--- config.mk ---
export PLATFORM = sky130hd
export DESIGN_NAME = irig_frame_decoder
export DESIGN_NICKNAME = d
export VERILOG_FILES = /design/src/rtl/irig_frame_decoder.sv
export SDC_FILE = /design/constraint.sdc
export NUM_CORES = 1
export LEC_CHECK = 0
export BUFFER_PORTS_ARGS = -buffer_cell sky130_fd_sc_hd__buf_2
export CORE_MARGIN = 3
export CORE_UTILIZATION = 35
export CTS_BUF_LIST = sky130_fd_sc_hd__clkbuf_8
export DETAILED_ROUTE_END_ITERATION = 8
export GPL_TIMING_DRIVEN = 0
export SLEW_MARGIN = 20
export SYNTH_ARGS = -nofsm -noshare
export SYNTH_HDL_FRONTEND = slang
export SYNTH_SLANG_ARGS = --single-unit
export TNS_END_PERCENT = 50
--- constraint.sdc ---
create_clock -name clk -period 8.3 [get_ports clk]
set_clock_uncertainty 0.1 [all_clocks]
set_input_delay 0.415 -clock clk [delete_from_list [all_inputs] [get_ports clk]]
set_output_delay 0.415 -clock clk [all_outputs]
set_load 0.1 [all_outputs]
--- src/rtl/irig_frame_decoder.sv ---
// IRIG-B receiver: synchronises the raw level code, classifies pulse widths, tracks frame
// alignment and publishes a BCD/SBS-derived timestamp, PPS and link-status flags.
module irig_frame_decoder #(
    parameter int CLK_HZ      = 10_000_000,
    parameter int SYNC_STAGES = 2,
    parameter int LOS_MS      = 30,
    parameter int SEC_SRC     = 0
) (
    input  logic        clk,
    input  logic        rst,
    input  logic        irigb,
    output logic        pps,
    output logic [8:0]  ts_day,
    output logic [6:0]  ts_year,
    output logic [16:0] ts_sec_day,
    output logic        ts_stb,
    output logic        ts_valid,
    output logic        locked,
    output logic        frame_err,
    output logic        los
);
    localparam int TICKS_MS  = CLK_HZ / 1000;
    localparam int WIDTH_MAX = 10 * TICKS_MS;
    localparam int WW        = $clog2(WIDTH_MAX + 1);
    localparam int LOS_LIMIT = LOS_MS * TICKS_MS;
    localparam int LW        = $clog2(LOS_LIMIT + 1);
    localparam logic [31:0] TH_ZERO = 32'(10 * TICKS_MS);
    localparam logic [31:0] TH_ONE  = 32'(35 * TICKS_MS);
    localparam logic [31:0] TH_MARK = 32'(65 * TICKS_MS);
    localparam logic [31:0] TH_MAX  = 32'(95 * TICKS_MS);

    // Frame bit positions of every field bit, packed LSB-first field by field
    localparam int NF = 55;
    localparam int FIELD_IDX [NF] = '{
        1, 2, 3, 4, 6, 7, 8,
        10, 11, 12, 13, 15, 16, 17,
        20, 21, 22, 23, 25, 26,
        30, 31, 32, 33, 35, 36, 37, 38, 40, 41,
        50, 51, 52, 53, 55, 56, 57, 58,
        80, 81, 82, 83, 84, 85, 86, 87, 88,
        90, 91, 92, 93, 94, 95, 96, 97};

    typedef enum logic [1:0] {SYM_BAD, SYM_ZERO, SYM_ONE, SYM_MARK} sym_t;
    typedef enum logic {HUNT, LOCKED} state_t;

    logic [SYNC_STAGES-1:0] sync_reg;
    logic                   prev_reg;
    logic                   irig_s, rise, fall;
    logic [WW-1:0]          width_reg;
    logic [LW-1:0]          los_cnt_reg;
    logic                   los_expire;
    logic [31:0]            w10;
    sym_t                   sym_c, sym_reg;
    logic                   sym_vld_reg;
    state_t                 state_reg, state_next;
    logic [6:0]             idx_reg, idx_next;
    logic                   mark_seen_reg, mark_seen_next;
    logic                   err_next, latch_next, data_wr, marker_pos;
    logic [NF-1:0]          field_reg;

    assign irig_s     = sync_reg[SYNC_STAGES-1];
    assign rise       = irig_s & ~prev_reg;
    assign fall       = ~irig_s & prev_reg;
    assign los_expire = !rise && (los_cnt_reg == LW'(LOS_LIMIT - 1));

    always_ff @(posedge clk or negedge rst) begin
        if (!rst) begin
            sync_reg    <= '0;
            prev_reg    <= 1'b0;
            width_reg   <= '0;
            los_cnt_reg <= '0;
        end else begin
            sync_reg <= {sync_reg[SYNC_STAGES-2:0], irigb};
            prev_reg <= irig_s;
            if (rise)
                width_reg <= WW'(1);
            else if (irig_s && width_reg != WW'(WIDTH_MAX))
                width_reg <= width_reg + WW'(1);
            if (rise)
                los_cnt_reg <= '0;
            else if (los_cnt_reg != LW'(LOS_LIMIT))
                los_cnt_reg <= los_cnt_reg + LW'(1);
        end
    end

    // Thresholds compared at 10x scale so half-millisecond boundaries stay integral
    assign w10 = 32'(width_reg) * 32'd10;
    always_comb begin
        sym_c = SYM_BAD;
        if (w10 >= TH_ZERO && w10 < TH_ONE)       sym_c = SYM_ZERO;
        else if (w10 >= TH_ONE && w10 < TH_MARK)  sym_c = SYM_ONE;
        else if (w10 >= TH_MARK && w10 <= TH_MAX) sym_c = SYM_MARK;
    end

    // Field decode from the captured data bits
    logic [3:0]  sec_u, min_u, hr_u, day_u, day_t, yr_u, yr_t;
    logic [2:0]  sec_t, min_t;
    logic [1:0]  hr_t, day_h;
    logic [16:0] sbs_v, sec_v, min_v, hr_v, hms_v, sec_sel;
    logic [8:0]  day_v;
    logic [6:0]  yr_v;
    logic        digits_ok;

    assign sec_u = field_reg[3:0];
    assign sec_t = field_reg[6:4];
    assign min_u = field_reg[10:7];
    assign min_t = field_reg[13:11];
    assign hr_u  = field_reg[17:14];
    assign hr_t  = field_reg[19:18];
    assign day_u = field_reg[23:20];
    assign day_t = field_reg[27:24];
    assign day_h = field_reg[29:28];
    assign yr_u  = field_reg[33:30];
    assign yr_t  = field_reg[37:34];
    assign sbs_v = {field_reg[54:47], field_reg[46:38]};

    assign digits_ok = (sec_u <= 4'd9) && (min_u <= 4'd9) && (hr_u <= 4'd9) && (day_u <= 4'd9)
                    && (day_t <= 4'd9) && (yr_u <= 4'd9) && (yr_t <= 4'd9);
    assign sec_v   = 17'(sec_u) + 17'd10 * 17'(sec_t);
    assign min_v   = 17'(min_u) + 17'd10 * 17'(min_t);
    assign hr_v    = 17'(hr_u) + 17'd10 * 17'(hr_t);
    assign hms_v   = 17'd3600 * hr_v + 17'd60 * min_v + sec_v;
    assign day_v   = 9'(day_u) + 9'd10 * 9'(day_t) + 9'd100 * 9'(day_h);
    assign yr_v    = 7'(yr_u) + 7'd10 * 7'(yr_t);
    assign sec_sel = (SEC_SRC == 1) ? sbs_v : hms_v;

    assign marker_pos = (idx_reg == 7'd0) || (idx_reg % 7'd10 == 7'd9);

    always_comb begin
        state_next     = state_reg;
        idx_next       = idx_reg;
        mark_seen_next = mark_seen_reg;
        err_next       = 1'b0;
        latch_next     = 1'b0;
        data_wr        = 1'b0;
        if (los_expire) begin
            state_next     = HUNT;
            mark_seen_next = 1'b0;
        end else if (sym_vld_reg) begin
            case (state_reg)
                HUNT: begin
                    if (sym_reg == SYM_MARK && mark_seen_reg) begin
                        state_next     = LOCKED;
                        idx_next       = 7'd1;
                        mark_seen_next = 1'b0;
                    end else begin
                        mark_seen_next = (sym_reg == SYM_MARK);
                    end
                end
                LOCKED: begin
                    if (marker_pos ? (sym_reg != SYM_MARK)
                                   : !(sym_reg == SYM_ZERO || sym_reg == SYM_ONE)) begin
                        err_next       = 1'b1;
                        state_next     = HUNT;
                        mark_seen_next = (sym_reg == SYM_MARK);
                    end else begin
                        data_wr  = !marker_pos;
                        idx_next = (idx_reg == 7'd99) ? 7'd0 : idx_reg + 7'd1;
                        if (idx_reg == 7'd99) begin
                            if (digits_ok) latch_next = 1'b1;
                            else           err_next   = 1'b1;
                        end
                    end
                end
                default: state_next = HUNT;
            endcase
        end
    end

    assign locked = (state_reg == LOCKED);

    always_ff @(posedge clk or negedge rst) begin
        if (!rst) begin
            sym_vld_reg   <= 1'b0;
            sym_reg       <= SYM_BAD;
            state_reg     <= HUNT;
            idx_reg       <= '0;
            mark_seen_reg <= 1'b0;
            field_reg     <= '0;
            pps           <= 1'b0;
            ts_day        <= '0;
            ts_year       <= '0;
            ts_sec_day    <= '0;
            ts_stb        <= 1'b0;
            ts_valid      <= 1'b0;
            frame_err     <= 1'b0;
            los           <= 1'b0;
        end else begin
            // A symbol ending in the LOS expiry cycle is dropped
            sym_vld_reg   <= fall && !los_expire;
            sym_reg       <= sym_c;
            state_reg     <= state_next;
            idx_reg       <= idx_next;
            mark_seen_reg <= mark_seen_next;
            for (int i = 0; i < NF; i++) begin
                if (data_wr && idx_reg == 7'(FIELD_IDX[i]))
                    field_reg[i] <= (sym_reg == SYM_ONE);
            end
            pps       <= rise && (state_reg == LOCKED) && (idx_reg == 7'd0);
            ts_stb    <= latch_next;
            frame_err <= err_next;
            if (latch_next) begin
                ts_day     <= day_v;
                ts_year    <= yr_v;
                ts_sec_day <= sec_sel;
            end
            if (los_expire)      ts_valid <= 1'b0;
            else if (latch_next) ts_valid <= 1'b1;
            if (los_expire)      los <= 1'b1;
            else if (rise)       los <= 1'b0;
        end
    end
endmodule

* Word level (Yosys, flattened, before mapping) *
Index checks and enable logic that the tools add are counted.

operators by class
  add/subtract/negate cells = 11
  divide/modulo/power cells = 1
  muxes and demuxes = 42
  bitwise operators = 6
  eq/ne operators = 50
  multiply operators = 9
  reductions and logical operators = 67
  $lt $le $gt $ge = 13

operators with widths
  operator                                                                         count
  7-bit by 6-bit equality test with 1-bit output (second input constant)           16
  7-bit by 5-bit equality test with 1-bit output (second input constant)           10
  1-bit logical AND                                                                53
  7-bit by 4-bit equality test with 1-bit output (second input constant)           7
  19-bit two-way mux                                                               2
  17-bit two-way mux                                                               2
  1-bit two-way mux                                                                29
  4-bit <= comparator (second input constant)                                      7
  7-bit by 3-bit equality test with 1-bit output (second input constant)           3
  21-bit by 17-bit >= comparator with 1-bit output (second input constant)         1
  21-bit by 19-bit >= comparator with 1-bit output (second input constant)         1
  21-bit by 20-bit >= comparator with 1-bit output (second input constant)         1
  21-bit by 20-bit <= comparator with 1-bit output (second input constant)         1
  21-bit by 19-bit less-than comparator with 1-bit output (second input constant)  1
  21-bit by 20-bit less-than comparator with 1-bit output (second input constant)  1
  7-bit two-way mux                                                                3
  17-bit by 3-bit multiplier with 20-bit output (second input constant)            1
  19-bit by 1-bit adder with 19-bit output (second input constant)                 1
  19-bit equality test (second input constant)                                     1
  19-bit != test (second input constant)                                           1
  17-bit by 1-bit adder with 17-bit output (second input constant)                 1
  17-bit by 14-bit adder with 17-bit output                                        1
  17-bit by 8-bit adder with 17-bit output                                         1
  17-bit != test (second input constant)                                           1
  32 further kinds                                                                 53

storage, ports and cells
  logic and storage cells = 254
  output and inout port bits = 39
  register bits after elaboration = 127

* Logic depth before layout (Yosys ltp) *
  word-level depth = 15
  gate-level depth with buffers = 25
  mapped depth without buffers = 25

* Least setup slack after synthesis *
No wires, ideal clock.

  path type = register to register
  from = register field_reg[11]
  to = register ts_sec_day[15]
  period minus slack after synthesis = 5.847 ns
  data arrival time = 5.621 ns
  path slack = 2.453 ns
  cell stages (with the launch flop) = 26
  cells stage by stage = dfrtp_1 > ha_1 > ha_1 > a21oi_1 > xnor2_1 > inv_1 > fa_1 > inv_1 > fa_1 > ha_1 > inv_1 > o21ai_0 > a21oi_1 > nor2_1 > nor2_1 > xnor2_1 > ha_1 > ha_1 > and2_1 > a31oi_1 > o21ai_0 > or4_1 > a41o_1 > a21oi_1 > xnor2_1 > mux2_4

between the ends
  longest elaborated chain between the ends = 5

ends and longest elaborated chain
  element                                       line  text
  start, declared                               59    logic [NF-1:0] field_reg;
  start signal, assigned by index               197   field_reg[i] <= (sym_reg == SYM_ONE);
  3-bit by 3-bit multiplier with 6-bit output   120   assign min_v = 17'(min_u) + 17'd10 * 17'(min_t);
  4-bit by 7-bit adder with 8-bit output        120
  4-bit by 8-bit multiplier with 12-bit output  122   assign hms_v = 17'd3600 * hr_v + 17'd60 * min_v + sec_v;
  17-bit by 14-bit adder with 17-bit output     122
  17-bit by 8-bit adder with 17-bit output      122
  end signal, assigned                          205   ts_sec_day <= sec_sel;
  end, declared                                 15    output logic [16:0] ts_sec_day,

No other way between the ends.
A chain may end at the register's enable or synchronous reset.

* Worst setup path in the final report *
Ends and elaborated chain as after synthesis.

==> flow_metrics.env <==
export IMPL_post_place_ws_ns=2.00
export IMPL_power_density_mw_per_mm2=110
export IMPL_setup_slack_ns=2.04
export IMPL_rsz0062_at_grt="false"
export IMPL_nNetsFinal=1295
export IMPL_max_slew_margin_rel=0.609
export IMPL_gp_congestion=0.866
export IMPL_cts_made_buffers=17
export IMPL_synthCells=1063
export IMPL_drcViolationCount=0
export IMPL_viasPerCell=5.13
export IMPL_synth_top_family_by_area="adder cells"
export IMPL_antenna_found_initial=0
export IMPL_portBuffers=41
export IMPL_cts_clk_slew_worst_paths_ns=0.12
export IMPL_vdd_drop_max_mv=0.0894
export IMPL_cp_data_arrival_time_ns=6.50
export IMPL_dr_first_iter_drc_count=359
export IMPL_clock_sinks=127
export IMPL_diodes=0
export IMPL_yosysTopAreaCell="dfrtp_1"
export IMPL_core_sq_mm=0.0292
export IMPL_tns_ns=0
export IMPL_ys_seq_elements=127
export IMPL_cts_tree="yes"
export IMPL_grt_pass1_vias=7798
export IMPL_yosysSeqAreaShare=0.302
export IMPL_largest_register_ff_count=38
export IMPL_hp_class="reg2reg"
export IMPL_clk_latency_ns=0.46
export IMPL_synthMuxAreaShare=0.0865
export IMPL_finalSetupViolCount=0
export IMPL_synth_async_sr_flop_share=1.00
export IMPL_synth_compound_area_frac=0.112
export IMPL_crit_path_end_kind="flip-flop"
export IMPL_post_synth_num_cell_types=73
export IMPL_die_w_microns=179
export IMPL_syn_cell_area_sq_mm=0.0105
export IMPL_post_drt_wl_per_cell_microns=14.2
export IMPL_yosys_area_share_simple=0.157
export IMPL_cp_start_kind="flip-flop"
export IMPL_final_common_cell="ha_1"
export IMPL_num_vias=7814
export IMPL_synth_avg_cell_area_sq_um=9.91
export IMPL_grt_first_pass_wirelength_mm=38.3
export IMPL_io_pins=42
export IMPL_synth_area_leaders="dfrtp_1 30%, ha_1 16%, fa_1 6.1%"
export IMPL_synth_xor_area_share=0.0732
export IMPL_rows=62
export IMPL_cts_htree_levels=4
export IMPL_ctsResizeCount=0
export IMPL_synth_adder_area_share=0.220
export IMPL_synth_edf_count=0
export IMPL_cts_setup_buffers=0
export IMPL_dieArea_sq_mm=0.0322
export IMPL_hold_violations=0
export IMPL_syn_nets=1232
export IMPL_ys_warn_count=0
export IMPL_initial_utilization=0.361
export IMPL_critical_path_required_ns=8.54
export IMPL_worstMarginPinSlew_ns=0.582
export IMPL_dpl_hpwl_mm=16.9
export IMPL_yosys_most_used_dff="dfrtp_1"
export IMPL_postRouteAntennaNets=0
export IMPL_min_period_over_period=0.755
export IMPL_area_delta_synth_final_pct=11.0
export IMPL_drive_above_1_share=0.147
export IMPL_drt_first_pass_iters=5
export IMPL_synth_top_area_frac=0.302
export IMPL_p_leak_nw=6.14
export IMPL_grt_max_degree=75
export IMPL_grt_usage=0.138
export IMPL_post_route_min_period_ns=6.26
export IMPL_maxCapViolCount=0
export IMPL_status="finished, final reports clean"
export IMPL_slew_viol_final=0
export IMPL_wirelength_mm=21.7
export IMPL_fp_dieH_microns=179
export IMPL_hold_buffers=2
export IMPL_final_cell_mix="134 x ha_1, 127 x dfrtp_1, 93 x inv_1"
export IMPL_placed_cells=1489
export IMPL_final_cell_count_no_fill=1523
export IMPL_grt_ovfl_total=0
export IMPL_cp_max_fo=5
export IMPL_cts_root_buf="clkbuf_8"
export IMPL_total_power_mw=1.29
export IMPL_clockBufferDepth=2
export IMPL_clock_fmax_mhz=160
export IMPL_critPathKind="reg2reg"
[per-stage QoR]
stage                     utilization  area (sq um)  hold slack [ns]
after floorplan                     -         10500           0.0194
after global placement          0.385         11200            0.236
after detailed placement        0.386         11300            0.236
after CTS                       0.401         11700            0.265
after global routing            0.401         11700            0.277
final                           0.401         11700            0.263
[critical path: stages, from the launching register on]
cell     delay [ns]
dfrtp_1        0.41
ha_1           0.30
ha_1           0.32
a21oi_1        0.23
xnor2_1        0.19
inv_1          0.17
fa_1           0.55
inv_1          0.05
fa_1           0.45
ha_1           0.32
inv_1          0.05
o21ai_0        0.27
a21oi_1        0.12
nor2_1         0.12
nor2_1         0.06
xnor2_1        0.12
ha_1           0.30
ha_1           0.37
and2_1         0.19
a31oi_1        0.12
o21ai_0        0.13
or4_1          0.46
a41o_1         0.23
a21oi_1        0.16
xnor2_1        0.08
mux2_4         0.27
[cells in the mapped netlist, drive strengths merged, types with 32 or more instances]
cell type and number:
a21oi 35, fa 32, ha 134, mux2 69, dfrtp 127, nor2 69, xnor2 49, nand4 40
inv 93, nand2 45, o21ai 47, xor2 39
[cell families after synthesis]
logic type | after synthesis
buf+inv | 128
compound gates | 177
fa+ha+maj | 166
xor+xnor | 88
simple gates | 304
flops | 127
mux | 73
[power by group]
group	switching [mW]	leakage, nW	internal [mW]	total, mW
combinational	0.0442	4.18	0.0307	0.0748
clock	0.334	0.211	0.234	0.568
sequential	0.0178	1.76	0.630	0.648
[layer usage]
metal  GRT usage  wire length (microns)  vias to the layer above
met5           0                      0                        -
met4      0.0309                    197                        0
met3      0.0243                    616                       12
met2       0.236                  10500                      114
met1       0.185                  10400                     3780
li1            -                      -                     3908
[worst paths after layout]
| kind | startpoint | end | slack, ns | cells past startpoint |
|---|---|---|---|---|
| setup / recovery | field_reg[11]$_DFFE_PN0P_ | ts_sec_day[15]$_DFFE_PN0P_ | 2.04 | 25 |
| hold / removal | sync_reg[0]$_DFF_PN0_ | sync_reg[1]$_DFF_PN0_ | 0.26 | 0 |
| setup reg to reg | field_reg[11]$_DFFE_PN0P_ | ts_sec_day[15]$_DFFE_PN0P_ | 2.04 | 25 |
| hold reg to reg | sync_reg[0]$_DFF_PN0_ | sync_reg[1]$_DFF_PN0_ | 0.26 | 0 |
| max in group asynchronous | rst | width_reg[10]$_DFFE_PN0P_ | 6.99 | 3 |
| min in group asynchronous | rst | ts_sec_day[14]$_DFFE_PN0P_ | 0.40 | 2 |
[layout make-up]
type	count	area, sq um
Buffer	35	173
Clock buffer	17	234
Clock inverter	15	184
Fill cell	2929	17500
Inverter	93	349
Multi-Input combinational cell	808	6830
Sequential cell	127	3180
Tap cell	384	480
Timing Repair Buffer	44	263
No activity file was read; power rests on OpenSTA's default activity.
